## src/rtl/batch_sequencer.sv

```systemverilog
// Batch sequencer: streams 8-word batches through load / execute / store.
// Optional BATCH_SEQ_PAUSE_EN adds a pause input honoured between batches.
module batch_sequencer #(
   parameter int unsigned MEM_LAT = 1,
   parameter int unsigned OP_LAT  = 1
) (
   input  logic       clk,
   input  logic       rst,
   input  logic       start,
`ifdef BATCH_SEQ_PAUSE_EN
   input  logic       pause,
`endif
   input  logic [3:0] num_batches,
   output logic [5:0] AddrReading,
   output logic [5:0] AddrWriting,
   output logic [2:0] RegIndex,
   output logic       EnableInputMEM,
   output logic       EnableReg,
   output logic       EnableOperation,
   output logic       EnableOutputMEM,
   output logic       busy,
   output logic       Done
);

   typedef enum logic [2:0] {
      IDLE    = 3'd0,
      LOAD    = 3'd1,
      WAIT_LD = 3'd2,
      EXEC    = 3'd3,
      WAIT_OP = 3'd4,
      STORE   = 3'd5,
`ifdef BATCH_SEQ_PAUSE_EN
      PAUSE   = 3'd7,
`endif
      DONE    = 3'd6
   } state_t;

   localparam int          OL_M2I = (OP_LAT > 1) ? int'(OP_LAT) - 2 : 0;
   localparam logic [1:0]  ML_M1  = 2'(MEM_LAT - 1);
   localparam logic [1:0]  OL_M2  = 2'(OL_M2I);

   state_t                   state_q, state_d;
   logic [2:0]               word_q, word_d;
   logic [2:0]               b_q, b_d;
   logic [3:0]               n_q, n_d;
   logic [1:0]               cnt_q, cnt_d;

   logic                     rd_en_q, rd_en_d;
   logic                     op_en_q, op_en_d;
   logic                     wr_en_q, wr_en_d;
   logic                     busy_q, busy_d;
   logic                     done_q, done_d;
   logic [5:0]               addr_rd_q, addr_rd_d;
   logic [5:0]               addr_wr_q, addr_wr_d;

   // Read-to-regfile delay line; index stages hold their last valid word
   logic [MEM_LAT-1:0]       dv_q;
   logic [MEM_LAT-1:0][2:0]  di_q;

   always_comb begin
      state_d = state_q;
      word_d  = word_q;
      b_d     = b_q;
      n_d     = n_q;
      cnt_d   = cnt_q;
      unique case (state_q)
         IDLE, DONE: begin
            if (start) begin
               n_d    = (num_batches > 4'd8) ? 4'd8 : num_batches;
               b_d    = 3'd0;
               word_d = 3'd0;
               state_d = (n_d == 4'd0) ? DONE : LOAD;
            end
         end
         LOAD: begin
            if (word_q == 3'd7) begin
               state_d = WAIT_LD;
               cnt_d   = ML_M1;
            end else begin
               word_d = word_q + 3'd1;
            end
         end
         WAIT_LD: begin
            if (cnt_q == 2'd0) state_d = EXEC;
            else               cnt_d   = cnt_q - 2'd1;
         end
         EXEC: begin
            if (OP_LAT == 1) begin
               state_d = STORE;
            end else begin
               state_d = WAIT_OP;
               cnt_d   = OL_M2;
            end
         end
         WAIT_OP: begin
            if (cnt_q == 2'd0) state_d = STORE;
            else               cnt_d   = cnt_q - 2'd1;
         end
         STORE: begin
            if (({1'b0, b_q} + 4'd1) < n_q) begin
               b_d     = b_q + 3'd1;
               word_d  = 3'd0;
               state_d = LOAD;
`ifdef BATCH_SEQ_PAUSE_EN
               if (pause) state_d = PAUSE;
`endif
            end else begin
               state_d = DONE;
            end
         end
`ifdef BATCH_SEQ_PAUSE_EN
         PAUSE: begin
            if (!pause) state_d = LOAD;
         end
`endif
         default: state_d = IDLE;
      endcase

      // Strobes are registered from the state being entered
      rd_en_d   = (state_d == LOAD);
      op_en_d   = (state_d == EXEC);
      wr_en_d   = (state_d == STORE);
      done_d    = (state_d == DONE);
      busy_d    = (state_d != IDLE) && (state_d != DONE);
      addr_rd_d = rd_en_d ? {b_d, word_d} : addr_rd_q;
      addr_wr_d = wr_en_d ? {3'b000, b_d} : addr_wr_q;
   end

   always_ff @(posedge clk) begin
      if (rst) begin
         state_q   <= IDLE;
         word_q    <= 3'd0;
         b_q       <= 3'd0;
         n_q       <= 4'd0;
         cnt_q     <= 2'd0;
         rd_en_q   <= 1'b0;
         op_en_q   <= 1'b0;
         wr_en_q   <= 1'b0;
         busy_q    <= 1'b0;
         done_q    <= 1'b0;
         addr_rd_q <= 6'd0;
         addr_wr_q <= 6'd0;
         dv_q      <= '0;
         di_q      <= '0;
      end else begin
         state_q   <= state_d;
         word_q    <= word_d;
         b_q       <= b_d;
         n_q       <= n_d;
         cnt_q     <= cnt_d;
         rd_en_q   <= rd_en_d;
         op_en_q   <= op_en_d;
         wr_en_q   <= wr_en_d;
         busy_q    <= busy_d;
         done_q    <= done_d;
         addr_rd_q <= addr_rd_d;
         addr_wr_q <= addr_wr_d;
         for (int k = int'(MEM_LAT) - 1; k > 0; k--) begin
            dv_q[k] <= dv_q[k-1];
            if (dv_q[k-1]) di_q[k] <= di_q[k-1];
         end
         dv_q[0] <= rd_en_q;
         if (rd_en_q) di_q[0] <= addr_rd_q[2:0];
      end
   end

   assign AddrReading     = addr_rd_q;
   assign AddrWriting     = addr_wr_q;
   assign RegIndex        = di_q[MEM_LAT-1];
   assign EnableInputMEM  = rd_en_q;
   assign EnableReg       = dv_q[MEM_LAT-1];
   assign EnableOperation = op_en_q;
   assign EnableOutputMEM = wr_en_q;
   assign busy            = busy_q;
   assign Done            = done_q;

endmodule

```

## config.mk

```make
export PLATFORM = sky130hd
export DESIGN_NAME = batch_sequencer
export DESIGN_NICKNAME = d
export VERILOG_FILES = /design/src/rtl/batch_sequencer.sv
export SDC_FILE = /design/constraint.sdc
export NUM_CORES = 1
export LEC_CHECK = 0
export CAP_MARGIN = 40
export CORE_UTILIZATION = 30
export CTS_BUF_LIST = sky130_fd_sc_hd__clkbuf_8
export DETAILED_ROUTE_END_ITERATION = 10
export DONT_BUFFER_PORTS = 1
export SKIP_LAST_GASP = 1
export SYNTH_ARGS = -nofsm -noshare
export SYNTH_HDL_FRONTEND = slang
export SYNTH_SLANG_ARGS = --single-unit
```

## constraint.sdc

```tcl
create_clock -name clk -period 2.5 [get_ports clk]
set_input_delay 0.25 -clock clk [delete_from_list [all_inputs] [get_ports clk]]
set_output_delay 0.25 -clock clk [all_outputs]
set_load 0.005 [all_outputs]
```

==> metrics.txt, run 1 <==
critical path's top delay family=simple AND/OR/NAND/NOR gates; Fmax achieved=410 MHz; Core Box Area=5140 µm²; Pwr Density=672 nW/µm²; Initial Util=0.312; Inserted Diodes=0; Critical Path End Type=flip-flop; crit path max fanout=5; Synth Area in Compound Gates=0.170; Routed wire per std cell=12.6 µm; antenna violations before repair=0; via density per instance=4.85; Max Cap Violations=0; Final period util=0.975; Synth Instances=175; Synth Warn #=0; largest net degree at the start of global routing=28; Area contributors post-synth=dfxtp_1 41%, ha_1 4.7%, mux2i_1 4.4%, a21oi_1 4.1%, nor2_1 4.0%; Slew Viols, Final=0; slew of the pin with the lowest slew margin=535 ps; detailed placement HPWL=2420 µm; CTS clk-pin slew, worst paths=70 ps; critical path class=reg -> reg; area leader, netlist=dfxtp_1; TritonCTS buffer count=5; part of the Yosys area used for sequential elements=0.412; leakage=0.744 nW; asr flop ratio synth=0; Worst EP required=2670 ps; full die area=5650 µm²; DR vias=1231; Bufs and invs on worst path=0; Final ANT Viol Nets=0; GP Congestion=0.792; share of layout cells above drive strength 1=0.168; Worst path slowest cell=or4_4; Reg2Reg Setup Slack=60 ps; crit path from=b_q[1]$_SDFF_PP0_; Yosys top cell area share=0.412; CTS Buffer Depth=2; GRT overflow=0; synthesized-area fraction occupied by adder cells=0.0468; CP Depth=8; Hold Vio Cnt, Final=0; Sink Count=33; unrepaired setup endpoints after global routing=true; hold slack=32.4 ps; worst-skew pair later-pin latency=280 ps; main combinational cell family by area after synthesis=simple AND/OR/NAND/NOR gates; first-pass GRT wire length=4980 µm; DRC violations left=0; synthesized flop and latch total=33; Hold WC Path Type=in -> reg; Critical Path End=AddrReading[5]$_SDFFE_PP0N_; Unique masters post-synth=49; I/O Buffers=0; 1st-iter DRT viols=36; Final nets=196; minimum clock period=2440 ps; mux cell area share after synthesis=0.0764; R2R Path End=AddrReading[5]$_SDFFE_PP0N_; Initial DRT Pass Iterations=4; final setup TNS=0 ps; CP Cell Sequence=ha_4 -> nor2b_4 -> or2_4 -> ha_4 -> or4_4 -> a221oi_4 -> nand3b_4 -> mux2_4; status=completed; CP dominant cell by count=ha_4; Worst Setup Start Kind=flip-flop; Synth Flop Type=dfxtp_1; die height=75.2 µm; routed wire length=3210 µm; GR Util All Layers=0.118; top cells by count, synth=33 x dfxtp_1, 17 x nor2_1, 13 x a21oi_1, 12 x nand2_1, 9 x inv_1; Worst path max stage delay=500 ps; Post-Synth XOR/XNOR Area=0.0109; EDFF count, synth=0; Layout fillers=557; chip width=75.2 µm; # setup viols final=0; Tot Pwr=1.26 mW; row cnt=26; max_slew headroom=0.640; CTS Root Cell=clkbuf_8; CTS tree=built; Post-Synthesis Cell Area=1610 µm²; worst-case reg-to-reg path depth=8; syn avg cell area=9.17 µm²; Setup Skew=4.22 ps; H-tree depth=2; worst r2r src=b_q[1]$_SDFF_PP0_; Synth-to-Final Area Change=16.7%; most common cell in the netlist=dfxtp_1; Simple-Gate Fraction of Synth Area=0.224; CP arrival=2610 ps; IO Count=28; Max VDD drop=0.378 mV; vias in the first global route=1106
-- cell usage in the layout, fill, tap and decap left out, types with 2 or more instances in the layout --
cell type  Yosys  routed
and3_1         3       3
ha_4           0       2
nand3_1        6       6
nor2b_1        7       6
nor2_1        17      17
nand2_1       12      12
conb_1         1       3
nor3_1         5       5
o31a_1         2       2
ha_1           6       4
a22oi_1        2       2
a31o_1         2       2
o211ai_1       4       4
inv_1          9      10
mux2_4         2       2
dfxtp_2        0       2
nand2b_1       2       2
mux2i_1        7       7
o21a_1         2       2
a21oi_1       13      13
nand3b_1       5       5
dfxtp_1       33      31
buf_4          4       7
clkbuf_8       0       6
-- worst reg2reg max path, stage by stage (launching register included) --
cell      delay, ps
dfxtp_2         340
ha_4            150
nor2b_4         120
or2_4           230
ha_4            160
or4_4           500
a221oi_4        350
nand3b_4        150
mux2_4          320
-- registers in the layout (all words and copies together) (netlist names) --
| signal | cells |
|---|---|
| RegIndex | 3 |
| Done | 1 |
| word_q | 3 |
| busy | 1 |
| AddrReading | 6 |
| EnableReg | 1 |
| n_q | 4 |
| cnt_q | 2 |
| b_q | 3 |
| EnableInputMEM | 1 |
| AddrWriting | 3 |
| EnableOperation | 1 |
| state_q | 3 |
| EnableOutputMEM | 1 |
-- through the flow --
step	utilization	cells	worst slack, ps	area [µm²]
after floorplan	-	177	3.95	1630
after global placement	0.333	244	36.4	1710
after detailed placement	0.333	244	9.28	1710
after CTS	0.357	252	11.5	1840
after global routing	0.364	254	-3.82	1870
final	0.364	254	62.3	1870
-- per-layer routing --
| metal | track usage | wire length (µm) | part of all wire |
|---|---|---|---|
| met3 | 0.0442 | 180 | 0.056 |
| met5 | 0 | 0 | 0 |
| met4 | 0.0309 | 36 | 0.011 |
| met1 | 0.144 | 1430 | 0.44 |
| met2 | 0.198 | 1570 | 0.49 |
-- where the power goes --
part / switching, mW / leakage [nW] / total (mW) / internal (mW)
logic: 0.0914 / 0.413 / 0.168 / 0.0771
registers: 0.0298 / 0.269 / 0.580 / 0.551
clock network: 0.190 / 0.0626 / 0.511 / 0.321
-- cell families after synthesis --
family | after synthesis
adders and majority gates | 6
AOI/OAI and AO/OA | 36
muxes | 11
DFF | 33
buffers and inverters | 20
other | 1
xor gates and xnor gates | 2
and+or+nand+nor | 66
-- worst min path at each step --
stage	from	end	slack, ps	cells past startpoint
6_report	rst	EnableReg$_SDFF_PP0_	30	1
5_1_grt	rst	EnableInputMEM$_SDFF_PP0_	20	1
4_1_cts	rst	n_q[3]$_SDFFE_PP0P_	20	1
3_5_place_dp	rst	n_q[2]$_SDFFE_PP0P_	320	1
3_3_place_gp	rst	EnableReg$_SDFF_PP0_	320	1
2_1_floorplan	num_batches[3]	n_q[3]$_SDFFE_PP0P_	390	2
-- area by class of cell --
| cell class | instances | area (µm²) | area share |
|---|---|---|---|
| clock buffer | 6 | 82.6 | 0.0441 |
| clock inverter | 2 | 33.8 | 0.0180 |
| inverter | 11 | 41.3 | 0.0220 |
| multi-input combinational | 124 | 901 | 0.481 |
| sequential | 33 | 663 | 0.354 |
| tap | 70 | 87.6 | 0.0468 |
| timing repair buffer | 8 | 63.8 | 0.0341 |
-- repair_timing --
item | CTS | global route
endpoints found under the hold margin | 0 | 0
hold buffers | 0 | 0
pin swaps | 1 | 2
resized for setup | 1 | 5
setup buffers | 0 | 2
endpoints found under the setup margin | 2 | 6
No activity file was read; power rests on OpenSTA's default activity.
==> inputs of run 2 (changes only) <==
--- a/config.mk
+++ b/config.mk
@@ -5,12 +5,14 @@
 export SDC_FILE = /design/constraint.sdc
 export NUM_CORES = 1
 export LEC_CHECK = 0
+export ABC_AREA = 1
 export CAP_MARGIN = 40
 export CORE_UTILIZATION = 30
 export CTS_BUF_LIST = sky130_fd_sc_hd__clkbuf_8
 export DETAILED_ROUTE_END_ITERATION = 10
 export DONT_BUFFER_PORTS = 1
 export SKIP_LAST_GASP = 1
+export SLEW_MARGIN = 25
 export SYNTH_ARGS = -nofsm -noshare
 export SYNTH_HDL_FRONTEND = slang
 export SYNTH_SLANG_ARGS = --single-unit
==> run 2 against run 1 <==
  * First-iteration DRC count rose by 42%
  * Clock power decreased by 22%
  * Hold slack got worse by 4.2 ps
  * Non-clock buffer count is 8 lower
  * Die area is 3.5% higher
  * Combinational power rose to 5.0 times the previous value
  * Via count rose by 13%
  * Highest routed layer unchanged
  * Cell count is 23% higher
  * Sequential share of layout area grew 1.3 points
  * Power rose by 61%
  * Synthesized area grew 3.6%
==> metrics.txt, run 2 <==
status=completed (unchanged); Post-CTS Setup Inserts=0 (unchanged); CTS Buffer Depth=2 (unchanged); met1 global-route usage=0.141 (was 0.144); Area contributors post-synth=dfxtp_1 40%, nand2_1 14%, inv_1 7.2%, nor2_1 7.0%, nand3_1 4.8% (was dfxtp_1 41%, ha_1 4.7%, mux2i_1 4.4%, a21oi_1 4.1%, nor2_1 4.0%); Core Box Area=5240 µm² (was 5140 µm²); Most Crowded Layer GR=met2 (unchanged); CTS tree=built (unchanged); Yosys top cell area share=0.397 (was 0.412); Synth Warn #=0 (unchanged); # setup viols final=0 (unchanged); leakage=0.907 nW (was 0.744 nW); commonest cells after routing, fill and taps aside=61 x nand2_1, 33 x dfxtp_1, 33 x inv_1 (was 31 x dfxtp_1, 17 x nor2_1, 13 x a21oi_1); Sequential Power Share=0.391 (was 0.461); max reg flops=6 (unchanged); fin worst setup slack=274 ps (was 62.3 ps); final setup TNS=0 ps (unchanged); Net Sw Power=0.861 mW (was 0.311 mW); Hold Vio Cnt, Final=0 (unchanged); Sink Count=33 (unchanged); Pwr Density=1130 nW/µm² (was 672 nW/µm²); vias in the first global route=1394 (was 1106); minimum clock period=2230 ps (was 2440 ps); EDFF count, synth=0 (unchanged); DRC violations left=0 (unchanged); asr flop ratio synth=0 (unchanged); fin cells=312 (was 254); Final ANT Viol Nets=0 (unchanged); Design Area, Final=1800 µm² (was 1870 µm²); Worst Setup Start Kind=flip-flop (unchanged); Worst EP required=2720 ps (was 2670 ps); I/O Buffers=0 (unchanged); Initial DRT Pass Iterations=4 (unchanged); Max Cap Violations=0 (unchanged); GR Layer Usage met3=0.0491 (was 0.0442); Slew Viols, Final=0 (unchanged); Hold WC Path Type=in -> reg (unchanged); Storage cell area=661 µm² (was 663 µm²); Initial Util=0.317 (was 0.312); routed wire length=3410 µm (was 3210 µm); DR vias=1395 (was 1231); Synth-to-Final Area Change=8.13% (was 16.7%); share of layout cells above drive strength 1=0.112 (was 0.168); via density per instance=4.47 (was 4.85); max_slew headroom=0.647 (was 0.640); GR Util All Layers=0.128 (was 0.118); CP Cell Sequence=ha_1 -> xnor2_1 -> inv_1 -> ha_1 -> nand2_1 -> inv_1 -> nand2_1 -> nand2_2 -> nand2_2 -> nand2_2 -> nor2_4 -> nand3_2 -> nand2_1 -> nand2_1 -> nor2_1 (was ha_4 -> nor2b_4 -> or2_4 -> ha_4 -> or4_4 -> a221oi_4 -> nand3b_4 -> mux2_4); unrepaired setup endpoints after global routing=false (was true); placed cells=305 (was 244); most common cell after layout, fill and taps aside=nand2_1 (was dfxtp_1); TritonCTS buffer count=5 (unchanged); cts repair resizes=0 (was 1); Clk network pwr share=0.196 (was 0.405); chip width=76.5 µm (was 75.2 µm); Final Util=0.343 (was 0.364); synthesized flop and latch total=33 (unchanged); Max VDD drop=0.364 mV (was 0.378 mV); Synth Instances=240 (was 175); Comb power frac=0.413 (was 0.134); Inserted Diodes=0 (unchanged); CTS clk-pin slew, worst paths=70 ps (about the same); crit path max fanout=13 (was 5); 1st-iter DRT viols=51 (was 36); die height=76.5 µm (was 75.2 µm); met2 usage=0.204 (was 0.198); CP dominant cell by count=nand2_1 (was ha_4); Final period util=0.890 (was 0.975); Unique masters post-synth=30 (was 49); count of hold buffers inserted by post-cts repair=0 (unchanged); critical path's top delay family=simple AND/OR/NAND/NOR gates (unchanged); Final nets=255 (was 196); area of the multi-input gates=828 µm² (was 901 µm²); full die area=5840 µm² (was 5650 µm²); Sw Ratio=0.424 (was 0.247); Worst path slowest cell=dfxtp_1 (was or4_4); largest net degree at the start of global routing=19 (was 28); Worst path max stage delay=410 ps (was 500 ps); area leader, netlist=dfxtp_1 (unchanged); first-pass GRT wire length=5850 µm (was 4980 µm); Synth Flop Type=dfxtp_1 (unchanged); Post-Synthesis Cell Area=1660 µm² (was 1610 µm²); antenna violations before repair=0 (unchanged); Bufs and invs on worst path=2 (was 0); GP Congestion=0.828 (was 0.792); detailed placement HPWL=2510 µm (was 2420 µm); part of the Yosys area used for sequential elements=0.397 (was 0.412); syn avg cell area=6.93 µm² (was 9.17 µm²); H-tree depth=2 (unchanged); Layout fillers=549 (was 557); Setup Skew=6.83 ps (was 4.22 ps); Critical Path End Type=flip-flop (unchanged); GRT overflow=0 (unchanged); top cells by count, synth=61 x nand2_1, 33 x dfxtp_1, 32 x inv_1, 31 x nor2_1, 16 x nand3_1 (was 33 x dfxtp_1, 17 x nor2_1, 13 x a21oi_1, 12 x nand2_1, 9 x inv_1); IO Count=28 (unchanged); CP arrival=2450 ps (was 2610 ps); worst-skew pair later-pin latency=280 ps (about the same); row cnt=26 (unchanged); most common cell in the netlist=nand2_1 (was dfxtp_1); internal power=1.17 mW (was 0.948 mW); Routed wire per std cell=10.9 µm (was 12.6 µm); Fmax achieved=449 MHz (was 410 MHz); placed cell areas=1710 µm² (about the same); slew of the pin with the lowest slew margin=527 ps (was 535 ps); CTS Root Cell=clkbuf_8 (unchanged); dpl ws=291 ps (was 9.28 ps); critical path class=reg -> reg (unchanged)
## run 2: final cells by class
| cell class | count | share of cell area |
|---|---|---|
| Clock inverter | 1 | 0.00209 |
| Clock buffer | 6 | 0.0459 |
| Inverter | 36 | 0.0752 |
| Multi-Input combinational cell | 166 | 0.461 |
| Sequential cell | 33 | 0.367 |
| Tap cell | 70 | 0.0487 |
## run 2: final timing paths
path,from,end,slack [ps],cells past startpoint
max,b_q[0]$_SDFF_PP0_,AddrReading[4]$_SDFFE_PP0N_,270,15
min,rst,Done$_SDFF_PP0_,30,1
max reg2reg,b_q[0]$_SDFF_PP0_,AddrReading[4]$_SDFFE_PP0N_,270,15
min reg2reg,n_q[1]$_SDFFE_PP0P_,n_q[1]$_SDFFE_PP0P_,460,2
## run 2: routing by layer
metal  wire, µm  part of all wire
met5          0                 0
met4        116             0.034
met3        209             0.061
met2       1500              0.44
met1       1590              0.47
## run 2: power by group through the flow
| stage | clock network (mW) | logic [mW] | registers [mW] |
|---|---|---|---|
| after floorplan | 0 | 0.730 | 0.776 |
| after global placement | 0 | 0.825 | 0.804 |
| after detailed placement | 0 | 0.838 | 0.805 |
| after CTS | 0.417 | 0.845 | 0.793 |
| after global routing | 0.439 | 0.999 | 0.811 |
| final | 0.398 | 0.838 | 0.793 |
## run 2: logic make-up after synthesis
family / after synthesis / synth area share
buffers and inverters: 43 / 0.109
and+or+nand+nor: 129 / 0.348
DFF: 33 / 0.397
adders and majority gates: 6 / 0.0451
other: 1 / 0.00226
xor gates and xnor gates: 1 / 0.00527
AOI/OAI and AO/OA: 27 / 0.0926
## run 2: stage by stage
step                      hold WS (ps)  total power, mW
after floorplan                    393             1.51
after global routing              15.8             2.25
after CTS                         15.0             2.05
after global placement             324             1.63
after detailed placement           326             1.64
final                             28.2             2.03
==> inputs of run 3 (changes only) <==
--- a/config.mk
+++ b/config.mk
@@ -11,8 +11,10 @@
 export CTS_BUF_LIST = sky130_fd_sc_hd__clkbuf_8
 export DETAILED_ROUTE_END_ITERATION = 10
 export DONT_BUFFER_PORTS = 1
+export RECOVER_POWER = 50
 export SKIP_LAST_GASP = 1
 export SLEW_MARGIN = 25
 export SYNTH_ARGS = -nofsm -noshare
 export SYNTH_HDL_FRONTEND = slang
 export SYNTH_SLANG_ARGS = --single-unit
+export TNS_END_PERCENT = 30
==> constraint.sdc (replaced) <==
create_clock -name clk -period 2.1 [get_ports clk]
set_input_delay 0.21 -clock clk [delete_from_list [all_inputs] [get_ports clk]]
set_output_delay 0.21 -clock clk [all_outputs]
set_load 0.005 [all_outputs]
==> run 3 against run 2 <==
  * Clock skew decreased by 2.2 ps
  * Power increased by 42%
  * Combinational power increased by 59%
  * Utilization increased by 4.9 points
  * Setup slack got worse by 230 ps
  * Highest routed layer unchanged
==> metrics.txt, run 3 (synthesized netlist as in run 2, its figures left out) <==
WL met3=152 µm (was 209 µm); Hold WC Path Type=in -> reg (unchanged); crit path from=b_q[0]$_SDFF_PP0_ (unchanged); vias in the first global route=1341 (was 1394); DR vias=1490 (was 1395); antenna violations before repair=0 (unchanged); Routed wire per std cell=12.1 µm (was 10.9 µm); Critical Path End Type=flip-flop (unchanged); TritonCTS buffer count=5 (unchanged); Initial DRT Pass Iterations=4 (unchanged); fin cells=326 (was 312); full die area=5840 µm² (unchanged); Slew Viols, Final=0 (unchanged); GRT overflow=0 (unchanged); status=completed (unchanged); minimum clock period=2050 ps (was 2230 ps); CTS Buffer Depth=2 (unchanged); chip width=76.5 µm (unchanged); CTS tree=built (unchanged); DRC violations left=0 (unchanged); Worst EP required=2280 ps (was 2720 ps); placed cell areas=1760 µm² (was 1710 µm²); Hold Vio Cnt, Final=0 (unchanged); via density per instance=4.57 (was 4.47); Tot Pwr=2.88 mW (was 2.03 mW); Setup Skew=4.67 ps (was 6.83 ps); Synth-to-Final Area Change=23.7% (was 8.13%); Final Util=0.393 (was 0.343); Pwr Density=1400 nW/µm² (was 1130 nW/µm²); Final period util=0.977 (was 0.890); most common cell after layout, fill and taps aside=nand2_1 (unchanged); Design Area, Final=2060 µm² (was 1800 µm²); hold slack=71.7 ps (was 28.2 ps); worst-skew pair later-pin latency=290 ps (was 280 ps); GR Util All Layers=0.131 (was 0.128); leakage=1.01 nW (was 0.907 nW); max reg flops=6 (unchanged); IO Count=28 (unchanged); Layout fillers=526 (was 549); worst-case reg-to-reg path depth=14 (was 15); H-tree depth=2 (unchanged); Fmax achieved=487 MHz (was 449 MHz); Hold Path Sink=n_q[1]$_SDFFE_PP0P_ (was Done$_SDFF_PP0_); Inserted Diodes=0 (unchanged); commonest cells after routing, fill and taps aside=56 x nand2_1, 31 x dfxtp_1, 31 x inv_1 (was 61 x nand2_1, 33 x dfxtp_1, 33 x inv_1); max_slew headroom=0.593 (was 0.647); Initial Util=0.317 (unchanged); HP Start=num_batches[1] (was rst); GP Congestion=0.830 (was 0.828); # setup viols final=0 (unchanged); Hold Path Depth=2 (was 1); Final ANT Viol Nets=0 (unchanged); placed cells=311 (was 305); wl on met1=1830 µm (was 1590 µm); 1st-iter DRT viols=104 (was 51); critical path class=reg -> reg (unchanged); CTS clk-pin slew, worst paths=70 ps (about the same); met2 WL=1890 µm (was 1500 µm); slew of the pin with the lowest slew margin=609 ps (was 527 ps); row cnt=26 (unchanged); Top Layer Used=met4 (unchanged); die height=76.5 µm (unchanged); I/O Buffers=0 (unchanged); largest net degree at the start of global routing=19 (unchanged); Max VDD drop=0.623 mV (was 0.364 mV); share of layout cells above drive strength 1=0.223 (was 0.112); routed wire length=3930 µm (was 3410 µm); unrepaired setup endpoints after global routing=true (was false); Final nets=268 (was 255); R2R Path End=AddrReading[4]$_SDFFE_PP0N_ (unchanged); first-pass GRT wire length=6050 µm (was 5850 µm); Core Box Area=5240 µm² (unchanged); CTS Root Cell=clkbuf_8 (unchanged); detailed placement HPWL=2610 µm (was 2510 µm); crit path max fanout=6 (was 13); Sink Count=33 (unchanged); Max Cap Violations=0 (unchanged); Worst Setup Start Kind=flip-flop (unchanged); CP arrival=2230 ps (was 2450 ps); Reg2Reg Setup Slack=50 ps (was 270 ps); worst r2r src=b_q[0]$_SDFF_PP0_ (unchanged)
## run 3: cell count changes in the layout (fill, tap and decap cells not counted), sizes merged
cell	previous run	this run
nand3	20	21
dlygate4sd3	0	1
bufinv	0	1
buf	0	11
## run 3: power by group
group	internal, mW	leakage, nW	switching, mW
Sequential	0.804	0.271	0.139
Clock	0.382	0.0626	0.228
Combinational	0.515	0.680	0.813
## run 3: layout make-up
| cell class | count | area (µm²) | share of cell area |
|---|---|---|---|
| inverter | 36 | 135 | 0.0657 |
| clock inverter | 2 | 33.8 | 0.0164 |
| sequential | 33 | 666 | 0.324 |
| tap | 70 | 87.6 | 0.0426 |
| clock buffer | 6 | 82.6 | 0.0401 |
| timing repair buffer | 12 | 96.3 | 0.0468 |
| multi-input combinational | 167 | 956 | 0.465 |
## run 3: worst max path at each step
stage | to | cells past startpoint
2_1_floorplan | AddrReading[3]$_SDFFE_PP0N_ | 15
3_3_place_gp | AddrReading[3]$_SDFFE_PP0N_ | 11
3_5_place_dp | AddrWriting[2]$_SDFFE_PP0N_ | 12
4_1_cts | AddrWriting[2]$_SDFFE_PP0N_ | 12
5_1_grt | AddrWriting[1]$_SDFFE_PP0N_ | 15
6_report | AddrReading[4]$_SDFFE_PP0N_ | 14
## run 3: through the flow
step / TNS (ps) / worst slack, ps
6_report: 0 / 48.5
3_5_place_dp: -61.3 / -27.7
2_1_floorplan: 0 / 123
4_1_cts: -90.6 / -38.4
3_3_place_gp: 0 / 29.6
5_1_grt: -483 / -80.1
## run 3: timing repair
action / 4_1_cts / 5_1_grt
resized for setup: 2 / 26
pin swaps: 0 / 11
hold buffers: 1 / 0
buffers inserted: 0 / 5
gates cloned: 0 / 1
setup endpoints to repair: 9 / 16
hold endpoints to repair: 15 / 0
## run 3: critical path, stage by stage, from the launching register on
cell and delay [ps]:
dfxtp_4 360, ha_4 160, xnor2_2 170, inv_2 80, ha_4 240, nand2_2 50
inv_2 50, nand2_2 70, nand2_4 70, nand2_4 80, nand2_4 50, nor2_4 200
nand3_2 170, nor2_1 140, nor2_1 50
## run 3: routing by layer
| metal | up-vias | GRT usage |
|---|---|---|
| met1 | 679 | 0.148 |
| met2 | 26 | 0.220 |
| met4 | 0 | 0.0577 |
| met3 | 7 | 0.0479 |
| met5 | - | 0 |
| li1 | 778 | - |
